[config.mk]
export PLATFORM = sky130hd
export DESIGN_NAME = ef_i2s_tx
export DESIGN_NICKNAME = d
export VERILOG_FILES = /design/src/rtl/ef_i2s_tx.sv
export SDC_FILE = /design/constraint.sdc
export NUM_CORES = 1
export LEC_CHECK = 0
export BUFFER_PORTS_ARGS = -buffer_cell sky130_fd_sc_hd__buf_2
export CAP_MARGIN = 20
export CORE_MARGIN = 8
export CORE_UTILIZATION = 50
export CTS_BUF_LIST = sky130_fd_sc_hd__clkbuf_8 sky130_fd_sc_hd__clkbuf_16
export CTS_CLUSTER_SIZE = 14
export DETAILED_ROUTE_END_ITERATION = 16
export PLACE_DENSITY = 0.69
export SETUP_SLACK_MARGIN = 0.1
export SLEW_MARGIN = 20
export SYNTH_ARGS = -nofsm -noshare
export SYNTH_HDL_FRONTEND = slang
export SYNTH_SLANG_ARGS = --single-unit
export TNS_END_PERCENT = 10
[constraint.sdc]
create_clock -name clk -period 4.45 [get_ports clk]
set_input_delay 0.6675 -clock clk [delete_from_list [all_inputs] [get_ports clk]]
set_output_delay 0.6675 -clock clk [all_outputs]
set_load 0.01 [all_outputs]
[src/rtl/ef_i2s_tx.sv]
// ef_i2s_tx: I2S / left-justified serial audio transmitter with fixed 32-SCK slots
// Ports: clk, rst_n (async active-low); en gates all timing state;
//   sck_prescaler = SCK half-period minus one (clk cycles);
//   sample_size / left_justified / channels configure the format (sampled at slot start);
//   s_data / s_valid / s_ready = right-aligned sample stream (s_ready is combinational);
//   sck / ws / sdo = serial outputs; underrun = 1-clk pulse per starved slot;
//   underrun_flag = sticky underrun, cleared by underrun_clr.
module ef_i2s_tx (
    input  logic        clk,
    input  logic        rst_n,
    input  logic        en,
    input  logic [7:0]  sck_prescaler,
    input  logic [5:0]  sample_size,
    input  logic        left_justified,
    input  logic [1:0]  channels,
    input  logic [31:0] s_data,
    input  logic        s_valid,
    output logic        s_ready,
    input  logic        underrun_clr,
    output logic        sck,
    output logic        ws,
    output logic        sdo,
    output logic        underrun,
    output logic        underrun_flag
);
    logic [7:0]  presc_q, presc_d;
    logic        sck_q, sck_d, ws_q, ws_d, sdo_q, sdo_d, lj_q, lj_d;
    logic [4:0]  bit_ctr_q, bit_ctr_d;
    logic [31:0] sr_q, sr_d;
    logic        underrun_q, underrun_d, flag_q, flag_d;
    logic        tick, fall_evt, slot_start, slot_en;
    logic [5:0]  ss_eff, shamt;
    always_comb begin
        tick       = en && presc_q == 8'd0;
        fall_evt   = tick && sck_q;
        slot_start = fall_evt && bit_ctr_q == 5'd0;
        // ws is about to toggle, so ws_q=1 means the new slot is the left one
        slot_en    = ws_q ? channels[1] : channels[0];
        ss_eff     = (sample_size == 6'd0 || sample_size > 6'd32) ? 6'd32 : sample_size;
        shamt      = 6'd32 - ss_eff;
        presc_d    = !en ? presc_q : tick ? sck_prescaler : presc_q - 8'd1;
        sck_d      = sck_q ^ tick;
        bit_ctr_d  = fall_evt ? bit_ctr_q + 5'd1 : bit_ctr_q;
        ws_d       = ws_q ^ slot_start;
        lj_d       = slot_start ? left_justified : lj_q;
        // I2S delay stage: captures the outgoing MSB one SCK late
        sdo_d      = fall_evt ? sr_q[31] : sdo_q;
        sr_d       = !fall_evt ? sr_q :
                     !slot_start ? {sr_q[30:0], 1'b0} :
                     (slot_en && s_valid) ? s_data << shamt[4:0] : 32'd0;
        s_ready    = slot_start && slot_en;
        underrun_d = s_ready && !s_valid;
        flag_d     = underrun_d || (flag_q && !underrun_clr);
    end
    always_ff @(posedge clk or negedge rst_n) begin
        if (!rst_n) begin
            presc_q    <= 8'd0;
            sck_q      <= 1'b0;
            ws_q       <= 1'b1;
            bit_ctr_q  <= 5'd0;
            sr_q       <= 32'd0;
            sdo_q      <= 1'b0;
            lj_q       <= 1'b0;
            underrun_q <= 1'b0;
            flag_q     <= 1'b0;
        end else begin
            presc_q    <= presc_d;
            sck_q      <= sck_d;
            ws_q       <= ws_d;
            bit_ctr_q  <= bit_ctr_d;
            sr_q       <= sr_d;
            sdo_q      <= sdo_d;
            lj_q       <= lj_d;
            underrun_q <= underrun_d;
            flag_q     <= flag_d;
        end
    end
    assign sck           = sck_q;
    assign ws            = ws_q;
    assign sdo           = lj_q ? sr_q[31] : sdo_q;
    assign underrun      = underrun_q;
    assign underrun_flag = flag_q;
endmodule

======== Word-level counts from Yosys, hierarchy flattened ========
Index checks and enable logic that the tools add are counted.
word-level totals
  input port bits ......................... 54
  bits in registers ....................... 51
  word-level logic and storage cells ...... 36
  output and inout port bits .............. 6
cells by class
  shifts and indexed selects .............. 1
  magnitude comparators ................... 1
  multiplexer cells ....................... 6
  add/sub/neg operators ................... 3
  bitwise operators ....................... 2
  reductions and logical operators ........ 14
operators with widths
  operator                                              count
  two-way mux 32 bit                                    2
  << shifter 32 x 5 -> 32 bit                           1
  logical NOT 8 bit                                     1
  two-way mux 8 bit                                     1
  subtractor 8 x 1 -> 8 bit, second input constant      1
  logical AND 1 bit                                     7
  greater-than comparator 6 bit, second input constant  1
  logical NOT 6 bit                                     1
  adder 5 x 1 -> 5 bit, second input constant           1
  logical NOT 5 bit                                     1
  two-way mux 5 bit                                     1
  subtractor 1 x 5 -> 5 bit, first input constant       1
  logical NOT 1 bit                                     2
  logical OR 1 bit                                      2
  two-way mux 1 bit                                     2
  XOR 1 bit                                             2

======== Longest topological paths before layout ========
Gate-level depths: netlist of run 1.
  depth in word-level cells ............... 7
  mapped depth ............................ 15
  mapped depth without buffers ............ 11

======== Worst setup path before layout of run 1 ========
OpenSTA, ideal clock, no wires.
  path kind ............................... input to register
  start point ............................. in sample_size[0]
  end point ............................... reg sr_q[24]
  path buffers ............................ 6
  library setup time ...................... 0.126 ns
  path slack .............................. 0.833 ns
  cell stages on the path ................. 14
  required time ........................... 4.324 ns
  data arrival time ....................... 3.491 ns
  cells stage by stage .................... buf_6 -> and2b_1 -> inv_1 -> buf_2 -> buf_2 -> buf_2 -> ha_1 -> buf_4 -> or3b_1 -> a221oi_2 -> or2_1 -> buf_4 -> a211oi_1 -> o32a_1
between the ends
  cells in the longest elaborated chain, start to end .. 7
  elaborated cells between the ends (all ways) .. 8
  those cells by class .................... add/sub (1); order compare (1); shift (1); mux (3); reduce/logical (2)
ends and longest elaborated chain
  item                                                                RTL line  RTL
  from (decl)                                                         13        input logic [5:0] sample_size,
  greater-than comparator 6 bit or logical NOT 6 bit (tied branches)  39        ss_eff = (sample_size == 6'd0 || sample_size > 6'd32) ? 6'd32 : sample_size;
  logical OR 1 bit                                                    39
  two-way mux 5 bit *                                                 39
  subtractor 1 x 5 -> 5 bit *                                         40        shamt = 6'd32 - ss_eff;
  << shifter 32 x 5 -> 32 bit *                                       50        (slot_en && s_valid) ? s_data << shamt[4:0] : 32'd0;
  two-way mux 32 bit *                                                50
  two-way mux 32 bit *                                                49        !slot_start ? {sr_q[30:0], 1'b0} :
  to (signal assigned)                                                71        sr_q <= sr_d;
  to (decl)                                                           29        logic [31:0] sr_q, sr_d;
Mark *: on every way between the ends. The rest lies on a longest branch, timed or not.
A chain may end at the register's enable or synchronous reset.

======== Worst setup path after layout of run 1 ========
  start point ............................. in sample_size[5]
  end point ............................... reg sr_q[2]
between the ends
  cells in the longest elaborated chain, start to end .. 7
  elaborated cells between the ends (all ways) .. 8
  those cells by class .................... add/sub (1); order compare (1); shift (1); mux (3); reduce/logical (2)
ends and longest elaborated chain
  item                                                                RTL line
  greater-than comparator 6 bit or logical NOT 6 bit (tied branches)  39
  logical OR 1 bit *                                                  39
  two-way mux 5 bit *                                                 39
  subtractor 1 x 5 -> 5 bit *                                         40
  << shifter 32 x 5 -> 32 bit *                                       50
  two-way mux 32 bit *                                                50
  two-way mux 32 bit *                                                49
Marked as above.

==> results.yml, run 1 <==
run_status:
  status: "finished, final reports clean"
global_route:
  grt_usage_pct: 19.2
  antenna_found_initial: 0
  grt_pass1_wl_mm: 20.3
  grt_max_degree: 64
  grt_overflow: 0
  grt_pass1_vias: 4034
logic_synthesis:
  synthMostInstantiatedCell: "nor2_1"
  async_reset_ff_share_pct: 100
  synth_seq_cells: 51
  ys_types: 72
  synth_edf_count: 0
  synth.top_cell.area_share_pct: 27.6
  syn_nets: 569
  syn_inst: 509
  synthFlopType: "dfrtp_1"
  ys_top_cells_by_count: "60 x nor2_1, 59 x nand2_1, 50 x dfrtp_1"
  synthTopCellsByArea: "dfrtp_1 28%, mux4_2 9.0%, mux2i_1 8.0%"
  yosys.area.top_type: "dfrtp_1"
  syn_area_per_cell_um2: 8.89
  ys_warn_count: 0
  syn_area_um2: 4530
  ys_seq_area_share_pct: 28.2
clocking:
  clk_pin_slew_ns: 0.10
  clockRootBuffer: "clkbuf_8"
  cts.sinks: 51
  cts_made_buffers: 5
  cts_resized: 0
  cts_tree: "done"
  postCtsSetupRepairBufs: 0
  clock_path_buffers: 2
  hold_buffers: 0
  clock_latency_ns: 0.30
  cts.htree.levels: 2
power_and_ir_drop:
  peakVddDrop_mv: 0.157
  p_leak_nw: 2.13
  power_mw: 1.49
  power_density_nw_per_um2: 302
placed_design:
  dp_cells: 644
  pre_cts_slack_ns: 0.578
  gp_congestion: 0.997
  io_buffers: 59
  hpwl_mm: 9.00
  placed_cell_area_um2: 4820
hold_path:
  hold_class: "in -> async"
sta:
  final.period_utilization_pct: 80.9
  tns_ns: 0
  relSlewSlack_pct: 27.4
  tightest_slew_ns: 1.09
  max_freq_mhz: 278
  setup_viol: 0
  finalHoldViolCount: 0
  min_period_ns: 3.60
  grt_setup_unrepaired: "no"
  setup_ws_ns: 0.852
  worst_hold_slack_ns: 0.444
  slew_violations: 0
  finClkSkew_ns: 0.0105
routing:
  ant_nets: 0
  wl_per_cell_um: 18.8
  via_count: 4199
  drc_errors: 0
  vias_per_cell: 6.43
  drt-total-wl_mm: 12.3
  dr.pass1.iters: 5
  drtIter0Drc: 431
layout:
  nNetsFinal: 604
  diodes: 0
  fin_area_um2: 4940
  fin_util_pct: 56.4
  area_delta_synth_final_pct: 9.18
  fin_cells: 653
  drive_gt1_share_pct: 26.2
worst_setup_path:
  crit_path_end_kind: "flip-flop"
  setup.reg_to_reg.worst_slack_ns: 0.93
  cp_data_arrival_time_ns: 3.78
  cp.required_ns: 4.63
  cp_slowest_cell: "ha_1"
  start_kind: "input pin"
  path_buf_inv: 1
  critPathKind: "in -> reg"
  cp_max_fo: 13
  cpPeakStageDelay_ns: 0.57
  crit_chain: "buf_2, nand2b_1, ha_1, or3b_1, a221oi_2, or2_1, nor3_1, a221oi_1, nor2_1"
  critical_path.top_delay_family: "simple AND/OR/NAND/NOR gates"
die:
  rows: 34
  die_height_um: 111
  ioPinCount: 60
  core_um2: 8760
  fp.dieW_um: 111
  die-area_um2: 12400
  start_util_pct: 51.7
job:
  maxCapViolations: 0
## sequential cells by signal, summed over array words and instances, names as in the netlist
signal and count:
ws 1, sdo_q 1, presc_q 8, underrun_flag 1, sck 1, underrun 1
bit_ctr_q 5, sr_q 32, lj_q 1
## cell usage in the layout (no fill, tap or decap), types with 7 or more instances in the layout
cell type  instances
a211oi_1           7
a21oi_1           32
a221oi_1           7
buf_2             59
buf_4             11
dfrtp_1           50
inv_1             11
mux2_2            24
mux2i_1           36
mux4_2            18
nand2_1           59
nand3_1           18
nor2_1            60
nor3_1            15
o211ai_1           8
o21ai_0           25
## cell families (layout without fill, tap and decap cells)
| kind of cell | after synthesis | count (layout) | synth area share [%] |
|---|---|---|---|
| adder cells (fa/ha/maj) | 6 | 6 | 1.66 |
| buffers and inverters | 54 | 90 | 6.33 |
| AND/OR/NAND/NOR | 186 | 186 | 19.2 |
| flip-flops | 51 | 51 | 28.2 |
| XOR/XNOR | 8 | 8 | 1.71 |
| multiplexers | 79 | 79 | 23.4 |
| AO/OA/AOI/OAI | 125 | 125 | 19.5 |
## worst reg2reg max path, stage by stage (launching register included)
cell,delay [ns]
dfrtp_1,0.43
nor4_1,0.44
nand2_1,0.36
inv_1,0.23
ha_2,0.23
nand4_1,0.24
nor2_1,0.84
o21ai_0,0.30
nor3_1,0.23
o22a_1,0.16
## worst paths after layout
check,startpoint,endpoint,cells after the start
worst max register to register,presc_q[4]$_DFFE_PN0P_,sr_q[29]$_DFFE_PN0P_,9
worst min-delay path,rst_n,underrun$_DFF_PN0_,2
worst min register to register,ws$_DFF_PN1_,ws$_DFF_PN1_,1
worst max-delay path,sample_size[5],sr_q[2]$_DFFE_PN0P_,9
max in group asynchronous,rst_n,sr_q[12]$_DFFE_PN0P_,2
min in group clk,ws$_DFF_PN1_,ws$_DFF_PN1_,1
## layer usage
| layer | share of wire (%) | GRT usage, % | vias up | wire length, um |
|---|---|---|---|---|
| li1 | - | - | 1968 | - |
| met1 | 44 | 25.6 | 2018 | 5450 |
| met2 | 46 | 30.4 | 185 | 5650 |
| met3 | 6.8 | 3.08 | 28 | 832 |
| met4 | 2.9 | 7.29 | 0 | 351 |
| met5 | 0 | 0 | - | 0 |
## report_power, final
part,total (mW),switching (mW),internal [mW]
Sequential,0.621,0.0686,0.552
Combinational,0.590,0.331,0.259
Clock,0.281,0.154,0.127
## cell type report
cell class / instances / area, um2
Timing Repair Buffer: 71 / 405
Tap cell: 108 / 135
Inverter: 11 / 41.3
Clock inverter: 2 / 16.3
Sequential cell: 51 / 1280
Fill cell: 840 / 3820
Clock buffer: 6 / 82.6
Multi-Input combinational cell: 404 / 2980
No activity file was read; power rests on OpenSTA's default activity.
==> inputs of run 2 (changes only) <==
clock period = 3.5 ns   (was 4.45 ns; I/O delays follow)
==> results.yml, run 2 (synthesis gave the netlist of run 1 again) <==
sta:
  final.period_utilization_pct: 85.6
  max_freq_mhz: 334
  tns_ns: 0
  relSlewSlack_pct: 40.0
  setup_viol: 0
  finalHoldViolCount: 0
  min_period_ns: 3.00
  slew_violations: 0
  grt_setup_unrepaired: "no"
  finClkSkew_ns: 0.00543
  tightest_slew_ns: 0.900
clocking:
  cts.sinks: 51
  clock_path_buffers: 2
  hold_buffers: 0
  clockRootBuffer: "clkbuf_8"
  cts.htree.levels: 2
  postCtsSetupRepairBufs: 0
  cts_made_buffers: 5
  cts_tree: "done"
  cts_resized: 0
  clock_latency_ns: 0.31
  clk_pin_slew_ns: 0.10
power_and_ir_drop:
  peakVddDrop_mv: 0.174
  p_seq_share_pct: 39.8
  pwr-share-comb_pct: 38.9
  intPower_mw: 1.25
  pwr-share-clk_pct: 21.3
  p_leak_nw: 2.21
  power_switching_uw: 718
  power_mw: 1.97
  p_sw_share_pct: 36.4
  power_density_nw_per_um2: 389
layout:
  drive_gt1_share_pct: 28.1
  fin_area_um2: 5060
  final_common_cell: "nor2_1"
  seqCellArea_um2: 1280
  area_delta_synth_final_pct: 11.9
  nNetsFinal: 618
  multi_input_area_um2: 3000
  diodes: 0
  top_register: "sr_q"
  mostFrequentLayoutCells: "60 x nor2_1, 59 x nand2_1, 59 x buf_2"
  fin_cells: 667
  fill_cells: 803
  largest_reg_flops: 32
  biggestRegsByFlops: "sr_q (32), presc_q (8), bit_ctr_q (5)"
global_route:
  top_usage_layer: "met2"
  grt_use_met3_pct: 3.14
  grt_usage_pct: 20.5
  grt_pass1_wl_mm: 21.2
  grt_max_degree: 44
  grtUsageMet1_pct: 25.4
  grt_pass1_vias: 4266
  use_met2_pct: 34.8
  grt_overflow: 0
  antenna_found_initial: 0
die:
  start_util_pct: 51.7
  core_um2: 8760
  die_height_um: 111
  ioPinCount: 60
  fp.dieW_um: 111
  die-area_um2: 12400
  rows: 34
routing:
  drt-total-wl_mm: 12.8
  drc_errors: 0
  drtIter0Drc: 319
  dr.pass1.iters: 5
  wl_per_cell_um: 19.2
  ant_nets: 0
  vias_per_cell: 6.24
  via_count: 4164
placed_design:
  hpwl_mm: 9.70
  io_buffers: 59
  gp_congestion: 0.992
  dp_cells: 659
  placed_cell_area_um2: 4950
worst_setup_path:
  cp.required_ns: 3.73
  cp_data_arrival_time_ns: 3.23
  critical_path.top_delay_family: "compound AO/OA/AOI/OAI gates"
  cpPeakStageDelay_ns: 0.40
  cp_slowest_cell: "or3b_1"
  crit_chain: "buf_2, and2b_1, inv_1, ha_1, buf_4, or3b_1, a221oi_4, buf_4, nand2b_1, a21oi_1, a221oi_1, o21ai_0"
  crit_path_end_kind: "flip-flop"
  cp_max_fo: 13
  start_kind: "input pin"
  path_buf_inv: 4
  cpMostUsedCell: "buf_4"
  critPathKind: "in -> reg"
run_status:
  status: "finished, final reports clean"
job:
  maxCapViolations: 0
hold_path:
  hold_class: "in -> async"
## run 2: final cells by class
| type | count | share of cell area [%] |
|---|---|---|
| Multi-Input combinational cell | 404 | 59.1 |
| Clock buffer | 5 | 1.36 |
| Inverter | 11 | 0.815 |
| Sequential cell | 51 | 25.2 |
| Timing Repair Buffer | 85 | 9.93 |
| Tap cell | 108 | 2.67 |
| Clock inverter | 3 | 0.865 |
## run 2: through the flow
step                setup slack (ns)  hold slack (ns)  utilization (%)
finish                         0.503            0.340             57.8
global route                   0.321            0.397             57.8
CTS                            0.578            0.375             57.8
detailed placement             0.251            0.495             56.5
global placement               0.261            0.487             56.5
floorplan                      0.100            0.229                -
## run 2: final timing paths
| path | from | to | slack (ns) | depth (start not counted) |
|---|---|---|---|---|
| max | sample_size[5] | sr_q[18]$_DFFE_PN0P_ | 0.50 | 12 |
| min | rst_n | sdo_q$_DFFE_PN0P_ | 0.34 | 1 |
| max reg2reg | presc_q[4]$_DFFE_PN0P_ | sr_q[1]$_DFFE_PN0P_ | 0.55 | 9 |
| min reg2reg | bit_ctr_q[4]$_DFFE_PN0P_ | bit_ctr_q[4]$_DFFE_PN0P_ | 0.52 | 1 |
| max in group asynchronous | rst_n | bit_ctr_q[1]$_DFFE_PN0P_ | 2.45 | 2 |
| min in group clk | underrun_clr | underrun_flag$_DFF_PN0_ | 0.40 | 2 |
## run 2: power groups by stage
stage	Clock (mW)	Combinational, mW	Sequential [mW]
detailed placement	0	0.760	0.796
finish	0.419	0.768	0.785
global placement	0	0.740	0.794
CTS	0.425	0.764	0.785
floorplan	0	0.561	0.777
global route	0.447	0.848	0.804
## run 2: per-layer routing
metal | vias to the layer above | wire length (um)
met5 | - | 0
met4 | 0 | 317
met3 | 26 | 616
met1 | 2004 | 5570
met2 | 146 | 6280
li1 | 1988 | -
